[config.mk]
export PLATFORM = sky130hd
export DESIGN_NAME = vblank_ram_arbiter
export DESIGN_NICKNAME = d
export VERILOG_FILES = /design/src/rtl/vblank_ram_arbiter.sv
export SDC_FILE = /design/constraint.sdc
export NUM_CORES = 1
export LEC_CHECK = 0
export BUFFER_PORTS_ARGS = -buffer_cell sky130_fd_sc_hd__buf_2
export CAP_MARGIN = 20
export CORE_ASPECT_RATIO = 2
export CORE_MARGIN = 5
export CORE_UTILIZATION = 39
export DETAILED_ROUTE_END_ITERATION = 8
export GPL_ROUTABILITY_DRIVEN = 0
export PLACE_DENSITY = 0.85
export SLEW_MARGIN = 0
export SYNTH_ARGS = -nofsm -noshare
export SYNTH_HDL_FRONTEND = slang
export SYNTH_SLANG_ARGS = --single-unit
[constraint.sdc]
create_clock -name clk -period 1.8 [get_ports clk]
set_input_delay 0.27 -clock clk [delete_from_list [all_inputs] [get_ports clk]]
set_output_delay 0.27 -clock clk [all_outputs]
set_load 0.005 [all_outputs]
[src/rtl/vblank_ram_arbiter.sv]
`default_nettype none
// ============================================================================
// Module      : vblank_ram_arbiter
// Description : Starts a game step every TICK_FRAMES frames at the top of
//               vertical blanking and hands the single-port board RAM to the
//               game-update engine until it finishes or blanking ends.
// Revision    : 1.0  initial release
// ============================================================================
module vblank_ram_arbiter #(
  parameter int ADDR_W      = 11,
  parameter int DATA_W      = 4,
  parameter int TICK_FRAMES = 8,
  parameter int V_VISIBLE   = 480,
  parameter int V_TOTAL     = 525
) (
  input  logic              clk,
  input  logic              rst,
  input  logic [9:0]        px,
  input  logic [9:0]        py,
  input  logic [ADDR_W-1:0] ren_addr,
  output logic [DATA_W-1:0] ren_rdata,
  output logic              step_start,
  input  logic              step_done,
  input  logic              upd_req,
  input  logic              upd_we,
  input  logic [ADDR_W-1:0] upd_addr,
  input  logic [DATA_W-1:0] upd_wdata,
  output logic              upd_gnt,
  output logic              upd_rvalid,
  output logic [DATA_W-1:0] upd_rdata,
  output logic [ADDR_W-1:0] ram_addr,
  output logic              ram_we,
  output logic [DATA_W-1:0] ram_wdata,
  input  logic [DATA_W-1:0] ram_rdata,
  output logic              overrun,
  output logic [15:0]       step_count
);

  localparam logic [9:0] c_frame_line = 10'(V_VISIBLE);
  localparam logic [9:0] c_close_line = 10'(V_TOTAL - 1);
  localparam logic [7:0] c_tick_last  = 8'(TICK_FRAMES - 1);

  typedef enum logic [1:0] {
    S_RENDER = 2'd0,
    S_START  = 2'd1,
    S_UPDATE = 2'd2
  } state_t;

  state_t      r_state;
  state_t      w_state_nxt;
  logic [7:0]  r_fcnt;
  logic [7:0]  w_fcnt_nxt;
  logic        r_overrun;
  logic        w_overrun_nxt;
  logic [15:0] r_step_count;
  logic [15:0] w_step_count_nxt;
  logic        r_upd_rvalid;

  logic        w_frame_edge;
  logic        w_win_close;
  logic        w_owner;

  assign w_frame_edge = (px == 10'd0) && (py == c_frame_line);
  // The final line is kept as a guard so the renderer owns the RAM before line 0.
  assign w_win_close  = (px == 10'd0) && (py == c_close_line);
  assign w_owner      = (r_state == S_UPDATE);

  always_comb begin
    w_state_nxt      = r_state;
    w_fcnt_nxt       = r_fcnt;
    w_overrun_nxt    = r_overrun;
    w_step_count_nxt = r_step_count;
    case (r_state)
      S_RENDER: begin
        if (w_frame_edge) begin
          if (r_fcnt == c_tick_last) begin
            w_fcnt_nxt  = 8'd0;
            w_state_nxt = S_START;
          end else begin
            w_fcnt_nxt  = r_fcnt + 8'd1;
          end
        end
      end
      S_START: begin
        w_state_nxt = S_UPDATE;
      end
      S_UPDATE: begin
        // A done coinciding with window close still counts as a completion.
        if (step_done) begin
          w_state_nxt      = S_RENDER;
          w_step_count_nxt = r_step_count + 16'd1;
        end else if (w_win_close) begin
          w_state_nxt   = S_RENDER;
          w_overrun_nxt = 1'b1;
        end
      end
      default: begin
        w_state_nxt = S_RENDER;
      end
    endcase
  end

  always_ff @(posedge clk) begin
    if (rst) begin
      r_state      <= S_RENDER;
      r_fcnt       <= 8'd0;
      r_overrun    <= 1'b0;
      r_step_count <= 16'd0;
      r_upd_rvalid <= 1'b0;
    end else begin
      r_state      <= w_state_nxt;
      r_fcnt       <= w_fcnt_nxt;
      r_overrun    <= w_overrun_nxt;
      r_step_count <= w_step_count_nxt;
      r_upd_rvalid <= upd_gnt & ~upd_we;
    end
  end

  assign upd_gnt    = w_owner & upd_req;
  assign ram_addr   = w_owner ? upd_addr  : ren_addr;
  assign ram_we     = w_owner & upd_req & upd_we;
  assign ram_wdata  = w_owner ? upd_wdata : '0;

  assign step_start = (r_state == S_START);
  assign upd_rvalid = r_upd_rvalid;
  assign upd_rdata  = ram_rdata;
  assign ren_rdata  = ram_rdata;
  assign overrun    = r_overrun;
  assign step_count = r_step_count;

endmodule
`default_nettype wire

==> metrics.txt <==
status complete, no violations; Post-DRT Antenna Nets 0; CP Data Arrival Time 1940 ps; Ys Warns 0; Yosys top cell by area dfxtp_1; Setup TNS 0 ps; min-delay worst type primary input to register; Avg WL per Cell 13.3 um; H-tree depth 1; Slew Limit Fails 0; GRT Total Usage 15.1%; syn avg cell area 8.57 um2; vias in the first global route 1719; Main synth FF type dfxtp_1; fin crit period 1740 ps; I/O pin count 99; ANT cells 0; via count 1667; Die W 55.4 um; Post-Synthesis Cell Area 1610 um2; Post-synth EDFFs 0; max_slew headroom 60.7%; Final Net Count 328; grt ovf 0; CTS tree yes; total power per unit cell area 492 nW/um2; actual slew at the worst max-slew pin 589 ps; worst setup margin 61.8 ps; Worst-path clk slew 90 ps; logic gate share of total power 9.5%; Sw Pwr 0.223 mW; commonest cells after routing, fill and taps aside 86 x buf_2, 27 x dfxtp_1, 15 x mux2_2; Post-DP HPWL 3.44 mm; Port Buffers 86; initial antenna violation count 0; pre-CTS WS 26.1 ps; share of cells above drive strength 1 44.6%; final wirelength 4.28 mm; largest net degree at the start of global routing 34; FP Rows 33; via/cell ratio 5.19; Final setup viols 0; CTS Buf Count 3; synth-to-layout area growth 32.4%; Worst setup EP type register; synth top area cells dfxtp_1 35%, mux2_2 10%, a21oi_1 3.7%; worst skew pair latency 270 ps; clock group share of total power 31.7%; full die area 5590 um2; critical path type register to register; Seq cells post-synth 28; Die H 101 um; VDD IR-drop max 0.000330 V; internal cell power 0.827 mW; first-pass GRT wire length 6.96 mm; Synth async-reset ratio 0%; Leak Pwr 0.966 nW; syn nets 245; Gate Count Post-Synth 188; fill cell count 407; sequential share of power 58.8%; Max-cap violations 0; hold buffer count at cts 0; Seq/Total Area, Yosys 34.8%; final hold violations 0; Starting Density 39.8%; CP required 2000 ps; Synth top area share 34.8%; unrepaired setup endpoints after global routing no; Max Fclk 575 MHz; Clock Sink Count 28; fin crit share 96.6%; drt initial violations 23; total chip power 1.05 mW; Startpoint Class register; CTS max path bufs 2; core area 4050 um2; commonest non-fill, non-tap cell in the layout buf_2; crit path max fanout 9; switching share of power 21.2%; drt drc 0; worst clock skew 6.27 ps; drt first pass iters 6; Synth cell types 40; Clock Tree Root clkbuf_8
[critical path, cell delays in order (launching register included)]
cell	delay, ps
dfxtp_1	370
nand4b_2	240
or2_1	360
or4_1	540
a21oi_1	150
[metrics by stage]
step	hold WS [ps]	instance area (um2)	util, %	cells
after global placement	439	2060	50.8	316
after global routing	152	2130	52.7	321
after detailed placement	448	2060	50.8	316
after floorplan	346	1610	-	188
final	158	2130	52.7	321
after CTS	158	2110	52.1	320
[kinds of logic after synthesis]
group,after synthesis,synth area share (%)
simple gates,88,32.2
flops,28,34.8
xor+xnor,9,4.89
compound gates,24,8.47
mux,15,10.5
buf+inv,22,7.54
fa+ha+maj,2,1.55
[worst paths after layout]
kind                                 start             end  slack, ps  depth (start not counted)
worst max-delay path            r_state[0]  step_count[15]         60                          4
worst min register to register     overrun         overrun        460                          2
worst max register to register  r_state[0]  step_count[15]         60                          4
worst min-delay path                upd_we      upd_rvalid        160                          2
[sequential cells by signal (all words and copies together), names as in the netlist]
| signal | count |
|---|---|
| overrun | 1 |
| r_state | 2 |
| upd_rvalid | 1 |
| r_fcnt | 8 |
| step_count | 16 |
[cell usage after synthesis, types with 3 or more instances]
cell / instances
nand4_1: 3
nand3_1: 10
nor2_1: 14
buf_4: 8
clkbuf_1: 5
inv_1: 5
and2_1: 5
nor3b_1: 3
nor2b_1: 6
o31ai_1: 4
nand2_1: 8
a21oi_1: 12
o21ai_0: 6
xnor2_1: 4
nor3_1: 8
dfxtp_1: 28
or3_1: 4
or4_1: 6
xor2_1: 5
mux2_2: 15
and3_1: 6
[power by group through the flow]
stage	sequential [mW]	combinational [mW]	clock, mW
floorplan	0.633	0.0440	0
global placement	0.633	0.0979	0
detailed placement	0.633	0.101	0
CTS	0.619	0.101	0.343
global route	0.617	0.111	0.362
finish	0.617	0.0997	0.333
[layout make-up]
class | instances | area [um2] | area share [%]
clock buffers | 3 | 41.3 | 1.94
inverters | 5 | 18.8 | 0.880
multi-input cells | 138 | 941 | 44.1
flip-flops and latches | 28 | 564 | 26.5
well taps | 52 | 65.1 | 3.05
repair buffers | 95 | 502 | 23.5
[layer usage]
layer / wire (um) / track usage (%)
met4: 145 / 9.93
met2: 2420 / 29.8
met3: 182 / 2.31
met1: 1520 / 13.6
met5: 0 / 0
[what timing repair did]
action / 4_1_cts / 5_1_grt
resized for setup: 2 / 6
buffers inserted: 1 / 0
setup endpoints to repair: 11 / 14
cloned: 0 / 1
Note: power is estimated with default switching activity, not from simulation.
